<file path="src/rtl/seq_alu_pkg.sv">
// Shared types for the sequential ALU/divider: op codes, FSM states and a
// ceiling-log2 helper used to size the division iteration counter.
package seq_alu_pkg;

  typedef enum logic [2:0] {
    OP_ADD  = 3'b000,
    OP_SUB  = 3'b001,
    OP_AND  = 3'b010,
    OP_XOR  = 3'b011,
    OP_SHR  = 3'b100,
    OP_SHL  = 3'b101,
    OP_DIV  = 3'b110,
    OP_RSVD = 3'b111
  } op_e;

  typedef enum logic [1:0] {
    S_IDLE = 2'd0,
    S_ITER = 2'd1,
    S_FIX  = 2'd2,
    S_HOLD = 2'd3
  } state_e;

  function automatic int clog2(input int value);
    int res;
    int v;
    res = 0;
    v   = value - 1;
    while (v > 0) begin
      res++;
      v = v >> 1;
    end
    return res;
  endfunction

endpackage

</file>
<file path="src/rtl/seq_alu_div_nrd_step.sv">
// One combinational non-restoring division iteration: shift {P,Q} left by one,
// then subtract or add the divisor depending on the sign of the shifted P.
module nrd_step #(
  parameter int WIDTH = 8
) (
  input  logic signed [WIDTH:0]   p_i,
  input  logic        [WIDTH-1:0] q_i,
  input  logic        [WIDTH-1:0] b_i,
  output logic signed [WIDTH:0]   p_o,
  output logic        [WIDTH-1:0] q_o
);

  logic signed [WIDTH:0]   p_sh;
  logic signed [WIDTH:0]   b_ext;
  logic        [WIDTH-1:0] q_sh;

  always_comb begin
    p_sh  = $signed({p_i[WIDTH-1:0], q_i[WIDTH-1]});
    q_sh  = {q_i[WIDTH-2:0], 1'b0};
    b_ext = $signed({1'b0, b_i});
    p_o   = p_sh[WIDTH] ? (p_sh + b_ext) : (p_sh - b_ext);
    q_o   = {q_sh[WIDTH-1:1], ~p_o[WIDTH]};
  end

endmodule

</file>
<file path="src/rtl/seq_alu_div.sv">
// Registered ALU with valid/ready handshake and optional multi-cycle unsigned
// non-restoring divider, compiled in when ALU_DIV_EN is defined.
module seq_alu_div
  import seq_alu_pkg::*;
#(
  parameter int WIDTH = 8
) (
  input  logic             clk,
  input  logic             rst_n,
  input  logic             in_valid,
  output logic             in_ready,
  input  logic [2:0]       op,
  input  logic [WIDTH-1:0] a,
  input  logic [WIDTH-1:0] b,
  output logic             out_valid,
  input  logic             out_ready,
  output logic [WIDTH-1:0] result,
  output logic [WIDTH-1:0] rem,
  output logic             co,
  output logic             z,
  output logic             n,
  output logic             dz,
  output logic             ill_op
);

  state_e           state_q, state_d;
  op_e              op_in;
  logic             accept;
  logic             div_go;
  logic [WIDTH:0]   sum;
  logic [WIDTH-1:0] result_q, result_d;
  logic             co_q, co_d;
  logic             z_q, z_d;
  logic             n_q, n_d;
  logic             ill_q, ill_d;

`ifdef ALU_DIV_EN
  localparam int CNT_W = clog2(WIDTH);

  logic [WIDTH-1:0]      rem_q, rem_d;
  logic                  dz_q, dz_d;
  logic [WIDTH-1:0]      b_q, b_d;
  logic [WIDTH-1:0]      q_q, q_d, q_step;
  logic signed [WIDTH:0] p_q, p_d, p_step, p_fix;
  logic [CNT_W-1:0]      cnt_q, cnt_d;
  logic                  cnt_last;

  nrd_step #(.WIDTH(WIDTH)) u_nrd_step (
    .p_i (p_q),
    .q_i (q_q),
    .b_i (b_q),
    .p_o (p_step),
    .q_o (q_step)
  );

  assign cnt_last = (cnt_q == CNT_W'(WIDTH - 1));
  assign div_go   = (op_in == OP_DIV) && (b != '0);
  assign rem      = rem_q;
  assign dz       = dz_q;
`else
  assign div_go   = 1'b0;
  assign rem      = '0;
  assign dz       = 1'b0;
`endif

  assign op_in  = op_e'(op);
  assign accept = in_valid && in_ready;

  // FSM: state register
  always_ff @(posedge clk or negedge rst_n) begin
    if (!rst_n) state_q <= S_IDLE;
    else        state_q <= state_d;
  end

  // FSM: next state
  always_comb begin
    state_d = state_q;
    case (state_q)
      S_IDLE: if (in_valid) state_d = div_go ? S_ITER : S_HOLD;
`ifdef ALU_DIV_EN
      S_ITER: if (cnt_last) state_d = S_FIX;
      S_FIX:  state_d = S_HOLD;
`endif
      S_HOLD: if (out_ready) state_d = S_IDLE;
      default: state_d = S_IDLE;
    endcase
  end

  // FSM: outputs
  always_comb begin
    in_ready  = (state_q == S_IDLE);
    out_valid = (state_q == S_HOLD);
  end

  // Result and flag capture: single-cycle ops on accept, DIV on the FIX cycle
  always_comb begin
    result_d = result_q;
    co_d     = co_q;
    ill_d    = ill_q;
    sum      = '0;
`ifdef ALU_DIV_EN
    rem_d    = rem_q;
    dz_d     = dz_q;
`endif
    if (accept) begin
      result_d = '0;
      co_d     = 1'b0;
      ill_d    = 1'b0;
`ifdef ALU_DIV_EN
      rem_d    = '0;
      dz_d     = 1'b0;
`endif
      case (op_in)
        OP_ADD: begin
          sum = {1'b0, a} + {1'b0, b};
          {co_d, result_d} = sum;
        end
        OP_SUB: begin
          sum = {1'b0, a} + {1'b0, ~b} + (WIDTH + 1)'(1);
          {co_d, result_d} = sum;
        end
        OP_AND: result_d = a & b;
        OP_XOR: result_d = a ^ b;
        OP_SHR: begin
          result_d = a >> 1;
          co_d     = a[0];
        end
        OP_SHL: begin
          result_d = a << 1;
          co_d     = a[WIDTH-1];
        end
`ifdef ALU_DIV_EN
        OP_DIV: begin
          if (b == '0) begin
            result_d = '1;
            rem_d    = a;
            dz_d     = 1'b1;
          end
        end
`endif
        default: ill_d = 1'b1;
      endcase
    end
`ifdef ALU_DIV_EN
    else if (state_q == S_FIX) begin
      result_d = q_q;
      rem_d    = p_fix[WIDTH-1:0];
      co_d     = 1'b0;
    end
`endif
    z_d = (result_d == '0);
    n_d = result_d[WIDTH-1];
  end

  always_ff @(posedge clk or negedge rst_n) begin
    if (!rst_n) begin
      result_q <= '0;
      co_q     <= 1'b0;
      z_q      <= 1'b0;
      n_q      <= 1'b0;
      ill_q    <= 1'b0;
    end else begin
      result_q <= result_d;
      co_q     <= co_d;
      z_q      <= z_d;
      n_q      <= n_d;
      ill_q    <= ill_d;
    end
  end

`ifdef ALU_DIV_EN
  // Divider iteration state; P/Q/b carry no reset since the counter and FSM gate their use
  always_comb begin
    p_d   = p_q;
    q_d   = q_q;
    b_d   = b_q;
    cnt_d = cnt_q;
    if (accept) begin
      p_d   = '0;
      q_d   = a;
      b_d   = b;
      cnt_d = '0;
    end else if (state_q == S_ITER) begin
      p_d   = p_step;
      q_d   = q_step;
      cnt_d = cnt_q + CNT_W'(1);
    end
    p_fix = p_q[WIDTH] ? (p_q + $signed({1'b0, b_q})) : p_q;
  end

  always_ff @(posedge clk) begin
    p_q <= p_d;
    q_q <= q_d;
    b_q <= b_d;
  end

  always_ff @(posedge clk or negedge rst_n) begin
    if (!rst_n) begin
      cnt_q <= '0;
      rem_q <= '0;
      dz_q  <= 1'b0;
    end else begin
      cnt_q <= cnt_d;
      rem_q <= rem_d;
      dz_q  <= dz_d;
    end
  end
`endif

  assign result = result_q;
  assign co     = co_q;
  assign z      = z_q;
  assign n      = n_q;
  assign ill_op = ill_q;

endmodule

</file>
<file path="config.mk">
export PLATFORM = sky130hd
export DESIGN_NAME = seq_alu_div
export DESIGN_NICKNAME = d
export VERILOG_FILES = /design/src/rtl/seq_alu_pkg.sv /design/src/rtl/seq_alu_div_nrd_step.sv /design/src/rtl/seq_alu_div.sv
export SDC_FILE = /design/constraint.sdc
export NUM_CORES = 1
export LEC_CHECK = 0
export CAP_MARGIN = 30
export CORE_MARGIN = 2
export CORE_UTILIZATION = 41
export DETAILED_ROUTE_END_ITERATION = 8
export PLACE_DENSITY = 0.71
export SETUP_SLACK_MARGIN = 0.05
export SYNTH_ARGS = -nofsm -noshare
export SYNTH_HDL_FRONTEND = slang
export SYNTH_SLANG_ARGS = --single-unit
</file>
<file path="constraint.sdc">
create_clock -name clk -period 5.68 [get_ports clk]
set_clock_uncertainty 0.15 [all_clocks]
set_input_delay 1.136 -clock clk [delete_from_list [all_inputs] [get_ports clk]]
set_output_delay 1.136 -clock clk [all_outputs]
set_load 0.05 [all_outputs]
</file>
After elaboration in Yosys (flattened, before gate mapping)
Cells that the tools add are included.
Word-level totals
  flip-flop bits (word level): 14
  output and inout port bits: 23
Operators by class
  add/subtract/negate cells: 3
  equality and inequality tests: 8
  multiplexer cells: 7
  bitwise logic cells: 3
  reductions and logical operators: 6
Operators by type and width (number)
  $pmux 8 s6: 1
  $add 8x8->9: 2
  $add 9x1->9 const B: 1
  $and 8x8->8: 1
  $logic_not 8->1: 1
  $mux 8: 1
  $not 8->8: 1
  $xor 8x8->8: 1
  $eq 3x2->1 const B: 2
  $eq 3x3->1 const B: 2
  $reduce_or 6->1: 1
  $mux 2: 2
  $pmux 1 s4: 1
  $pmux 2 s2: 1
  $eq 3x1->1 const B: 1
  $logic_not 3->1: 1
  $eq 2x2->1 const B: 1
  $logic_not 2->1: 1
  $ne 2x1->1 const B: 1
  $ne 2x2->1 const B: 1
  $reduce_and 2->1: 1
  $logic_and 1x1->1: 1
  $mux 1: 1

Depth between registers and ports, before layout
Gate-level depths: netlist (run 1).
  word-level depth: 6
  depth in mapped cells: 10

Worst setup path after synthesis (run 1)
Ideal clock, no wire load.
  path type: input -> register
  start point: in a[0]
  end point: reg z_q, in the netlist z
  setup time: 96 ps
  data arrival time: 3032 ps
  setup slack: 2402 ps
  stages on the path: 10
  buffers on the path: 0
  cell sequence: inv_1 ha_1 fa_1 nor2b_1 xnor2_1 a22oi_1 o221ai_1 o21a_1 or4_1 nor4_2
On the way
  word-level cells in the longest chain between the ends: 5
  elaborated cells on any way between the ends: 8
  classes of those cells: 3 x add/sub; 2 x mux; 2 x bitwise; 1 x reduce/logical
Ends and longest elaborated chain
  from (decl): line seq_alu_div.sv:13  | input logic [WIDTH-1:0] a,
  $add 8x8->9: line seq_alu_div.sv:119  | sum = {1'b0, a} + {1'b0, ~b} + (WIDTH + 1)'(1);
  $add 9x1->9: line seq_alu_div.sv:119
  $pmux 8 s6 (*): line seq_alu_div.sv:113  | case (op_in)
  $mux 8 (*): line seq_alu_div.sv:105  | if (accept) begin
  via result_d[2]: line seq_alu_div.sv:31  | logic [WIDTH-1:0] result_q, result_d;
  $logic_not 8->1 (*): line seq_alu_div.sv:151  | z_d = (result_d == '0);
  via z_d: line seq_alu_div.sv:33  | logic z_q, z_d;
  to (signal assigned): line seq_alu_div.sv:165  | z_q <= z_d;
  to (decl): line seq_alu_div.sv:33
Mark *: on every way through the listed nets, which the timed path passes. The rest lies on a longest branch.
A chain may end at the register's enable or synchronous reset.

Final worst setup path (run 1)
  start point: in a[0]
  end point: reg co_q, in the netlist co
On the way
  word-level cells in the longest chain between the ends: 3
  elaborated cells on any way between the ends: 4
  classes of those cells: 3 x add/sub; 1 x mux
Ends and longest elaborated chain
  $add 8x8->9: line seq_alu_div.sv:119
  $add 9x1->9: line seq_alu_div.sv:119
  $pmux 1 s4 (*): line seq_alu_div.sv:113
  to (signal assigned): line seq_alu_div.sv:164  | co_q <= co_d;
  to (decl): line seq_alu_div.sv:32  | logic co_q, co_d;
Mark *: on every way between the ends. The rest lies on a longest branch, timed or not.

==> impl_metrics.toml, run 1 <==
[placement]
place.gp.congestion = 0.909
io_buffers = 36
place_area_um2 = 2080
dpl_worst_slack_ps = 1540
dp.final_hpwl_mm = 3.70

[synthesis]
yosys.area_share.adder_pct = 14.3
synth_edf_count = 0
synth-compound-area-share_pct = 30.5
yosys.area_share.xor_xnor_pct = 2.48
synth_top_family_by_area = "compound AO/OA/AOI/OAI gates"
async_flop_share_pct = 100
ys_seq_area_share_pct = 17.0
synthSimpleGateAreaFrac_pct = 18.5
synth_top_area_share_pct = 17.0
synth-main-ff-cell = "dfrtp_1"
synth_seq_cells = 12
synth_most_common_cell = "a21oi_1"
synth_commonest_cells = "a21oi_1, inv_1, ha_1, o21ai_0, nor2_1"
synthCells = 226
yosys-top-cells-area = "dfrtp_1, ha_1, a21oi_1"
synth_area_per_cell_um2 = 7.82
yosysTopAreaCell = "dfrtp_1"
synth.distinct_cells = 52
netlist_area_um2 = 1770
yosysWarnings = 0
synthMuxAreaShare_pct = 3.90

[critical_path]
r2r_end = "z"
cp-start-kind = "input port"
critical_path.endpoint = "co"
cp.depth = 11
crit_arrival_ps = 4000
r2r_slack_ps = 3160
cp_cell_sequence = "clkdlybuf4s50_1 -> inv_1 -> ha_1 -> fa_1 -> nand2b_1 -> a211oi_1 -> o21ai_0 -> a21oi_1 -> o21ai_0 -> a2111oi_0 -> a221o_1"
critPathMostFrequentCell = "o21ai_0"
cp_slowest_cell = "clkdlybuf4s50_1"
critPathMaxFanout = 4
cp-end-kind = "flip-flop"
crit_type = "in2reg"
cpPeakStageDelay_ps = 530
required_ps = 5710
path_buf_inv = 2
reg2reg_depth = 6
crit_family = "compound AO/OA/AOI/OAI gates"
crit_start = "a[0]"
r2r-start = "state_q[0]"

[global_routing]
overflow = 0
grt_pass1_vias = 1568
gr-usage-all-layers_pct = 19.6
antenna_found_initial = 0
grt_max_degree = 28
grt_pass1_wl_mm = 7.68

[clock_tree]
h-tree-depth = 1
insertion_delay_ps = 240
cts-root-buf = "clkbuf_8"
cts_resized = 0
cts_hold_buf = 0
cts_tree = "built"
cts_buffers = 3
clock_sinks = 12
post_cts_buffers = 0
clk_pin_slew_worst_paths_ps = 50
cts.path.max_buffers = 2

[layout]
areaGrowthSynthToFinish_pct = 20.3
design_area_um2 = 2120
nets = 293
fillCellCount = 407
drive_gt1_share_pct = 4.82
multi_input_area_um2 = 1260
final_core_util_pct = 52.0
seqCellArea_um2 = 300
antenna_cells = 0

[timing]
slew_headroom_pct = 57.9
drv_slew = 0
finalSetupViolCount = 0
clock.fmax_ghz = 0.252
tns_ps = 0
rsz0062_at_grt = "no"
hold_violations = 0
fin_crit_ps = 3970
worst_slack_ps = 1710
post-route-period-util_pct = 69.9
tightest_slew_ps = 631

[power]
power.total_w = 0.000469
cellPowerDensity_nw_per_um2 = 221
p_leak_nw = 0.897
ir_drop_mv = 0.141

[outcome]
status = "completed"

[detailed_routing]
first_iter_violations = 83
wirelength_mm = 4.69
viasPerCell = 5.71
dr.pass1.iters = 4
drc_errors = 0
ant_nets = 0
wire_per_inst_um = 15.7
vias = 1707

[floorplanning]
die_w_um = 69.6
core_area_um2 = 4090
io_pins = 46
die_y_um = 69.6
initial_core_util_pct = 43.2
die-area_um2 = 4850
rows = 23

[min_path]
hp-class = "reg2reg"
worstHoldPathCells = 2

[job]
max_cap_violations = 0
-- worst reg2reg max path, cell delays in order (launching register included) --
cell and delay (ps):
dfrtp_1 390, nand2b_1 440, a222oi_1 470, o31a_2 210, a211oi_2 70, or4_1 560
nor4_2 140
-- metrics by stage --
step | hold slack (ps) | instances
6_report | 358 | 299
5_1_grt | 407 | 299
4_1_cts | 362 | 299
3_5_place_dp | 351 | 296
3_3_place_gp | 336 | 295
2_1_floorplan | 618 | 234
-- cell usage in the layout (no fill, tap or decap), types with 3 or more instances in the layout --
cell type and instances:
xnor2_1 5, nand3_1 4, a221o_1 3, nor2_1 16, o21ai_0 17, conb_1 9
nand2_1 10, dfrtp_1 12, mux2_2 3, clkdlybuf4s50_1 36, ha_1 17, a22oi_1 6
inv_1 18, a221oi_1 3, nor2b_1 9, a21oi_1 19, nand2b_1 7, a31oi_1 3
nor3_1 5, a2111oi_0 3, clkbuf_8 3
-- routing by layer --
| metal | part of all wire (%) | global-route usage (%) |
|---|---|---|
| met5 | 0 | 0 |
| met4 | 1.6 | 5.77 |
| met3 | 5.3 | 2.33 |
| met2 | 47 | 31.3 |
| met1 | 46 | 27.7 |
-- logic make-up (layout without fill, tap and decap cells) --
| logic type | after synthesis | count (layout) |
|---|---|---|
| AO/OA/AOI/OAI | 78 | 78 |
| XOR/XNOR | 5 | 5 |
| adder cells (fa/ha/maj) | 19 | 19 |
| buffers and inverters | 43 | 58 |
| flip-flops | 12 | 12 |
| multiplexers | 6 | 6 |
| other | 1 | 9 |
| AND/OR/NAND/NOR | 62 | 62 |
-- worst min-delay path by stage --
stage,to,startpoint,slack (ps)
after floorplan,result[1],result[1],620
after global placement,ill_op,ill_op,340
after detailed placement,ill_op,ill_op,350
after CTS,ill_op,ill_op,360
after global routing,ill_op,ill_op,410
final,ill_op,ill_op,360
-- report_power, final --
part / internal (W) / total (W) / switching, W
Sequential: 0.000102 / 0.000114 / 0.0000116
Combinational: 0.000104 / 0.000279 / 0.000175
Clock: 0.0000466 / 0.0000762 / 0.0000296
Total: 0.000253 / 0.000469 / 0.000217
-- area by class of cell --
type                       count  share of cell area, %
clock buffer                   3                   1.94
inverter                      18                   3.18
multi-input combinational    179                   59.5
sequential                    12                   14.1
tap                           50                   2.94
timing repair buffer          37                   18.3
-- state kept, by name, indices dropped and copies added (netlist names) --
signal	count
z	1
result	7
co	1
ill_op	1
state_q	1
n	1
Note: power is estimated with default switching activity, not from simulation.
==> run 2: changes to the inputs <==
- clock period: 5.68 -> 3.7 ns (I/O delays scaled with it)
==> impl_metrics.toml, run 2 (synthesis gave the netlist of run 1 again) <==
[outcome]
status = "completed"

[layout]
largest_reg_flops = 7
nets = 312
layout_commonest_cell = "clkdlybuf4s50_1"
antenna_cells = 0
finalNonFillerCells = 318
drive_gt1_share_pct = 11.6
design_area_um2 = 2250
layout_common_cells = "clkdlybuf4s50_1, buf_4, a21oi_1"
areaGrowthSynthToFinish_pct = 27.2

[floorplanning]
die_y_um = 69.6
core_area_um2 = 4090
die-area_um2 = 4850
initial_core_util_pct = 43.2
rows = 23
die_w_um = 69.6
io_pins = 46

[critical_path]
crit_type = "in2reg"
critPathMaxFanout = 4
crit_arrival_ps = 3380
cp-start-kind = "input port"
cp-end-kind = "flip-flop"
required_ps = 3690

[timing]
rsz0062_at_grt = "no"
clock.fmax_ghz = 0.295
tns_ps = 0
hold_violations = 0
post-route-period-util_pct = 91.6
finalSetupViolCount = 0
fin_crit_ps = 3390
drv_slew = 0
slew_headroom_pct = 64.9
tightest_slew_ps = 525

[clock_tree]
clock_sinks = 12
post_cts_buffers = 0
clk_pin_slew_worst_paths_ps = 50
cts_hold_buf = 0
cts.path.max_buffers = 2
insertion_delay_ps = 230
h-tree-depth = 1
cts_buffers = 3
cts_tree = "built"
cts_resized = 0
cts-root-buf = "clkbuf_8"

[detailed_routing]
vias = 1813
ant_nets = 0
wirelength_mm = 4.92
wire_per_inst_um = 15.5
drc_errors = 0
viasPerCell = 5.70
dr.pass1.iters = 4
first_iter_violations = 87

[global_routing]
grt_pass1_vias = 1672
overflow = 0
antenna_found_initial = 0
grt_max_degree = 15
gr-usage-all-layers_pct = 19.9
grt_pass1_wl_mm = 8.03

[power]
cellPowerDensity_nw_per_um2 = 329
ir_drop_mv = 0.259
p_leak_nw = 0.981

[placement]
dp.final_hpwl_mm = 3.99
place.gp.congestion = 0.879
io_buffers = 36
dpl.cell_count = 315
place_area_um2 = 2210

[job]
max_cap_violations = 0

[min_path]
hp-class = "reg2reg"
[run 2: changes by cell type in the layout (fill, tap and decap cells not counted)]
cell / change
buf_16: -1
buf_4: +20
[run 2: path summary, 6_finish.rpt]
path	startpoint	depth (start not counted)	to	slack [ps]
min	result[1]	2	result[1]	360
max in group asynchronous	rst_n	1	state_q[0]	2350
min in group asynchronous	rst_n	1	result[1]	700
min reg2reg	result[1]	2	result[1]	360
max reg2reg	state_q[0]	6	z	1490
max	a[0]	11	z	310
[run 2: area by class of cell]
class	instances	area, um^2
clock buffer	3	41.3
fill	410	1840
inverter	18	67.6
multi-input combinational	179	1260
sequential	12	300
tap	50	62.6
timing repair buffer	56	510
[run 2: through the flow]
stage                     utilization, %  setup WS [ps]  hold slack, ps  total power [W]
after floorplan                        -            818             294         0.000481
after global placement              54.0            113             337         0.000622
after detailed placement            54.0           48.3             350         0.000624
after CTS                           55.0            297             372         0.000742
after global routing                55.0            136             396         0.000788
final                               55.0            312             364         0.000740
[run 2: report_power, final]
group	switching, W	total [W]	internal [W]
Sequential	0.0000175	0.000174	0.000157
Clock	0.0000427	0.000114	0.0000713
Combinational	0.000276	0.000452	0.000176
[run 2: per-layer routing]
| layer | GRT usage (%) | vias to the layer above | part of all wire [%] |
|---|---|---|---|
| met2 | 33.5 | 72 | 49 |
| met1 | 28.9 | 846 | 45 |
| met4 | 1.28 | 0 | 0.33 |
| met3 | 2.03 | 2 | 6.1 |
| met5 | 0 | - | 0 |
| li1 | - | 893 | - |
[run 2: worst max-delay path: stages]
cell and delay, ps:
clkdlybuf4s50_1 530, inv_1 100, ha_1 210, fa_1 380, nor2b_1 150, xnor2_1 120
a22oi_1 180, o221ai_1 130, o21a_1 150, or4_1 530, nor4_2 140
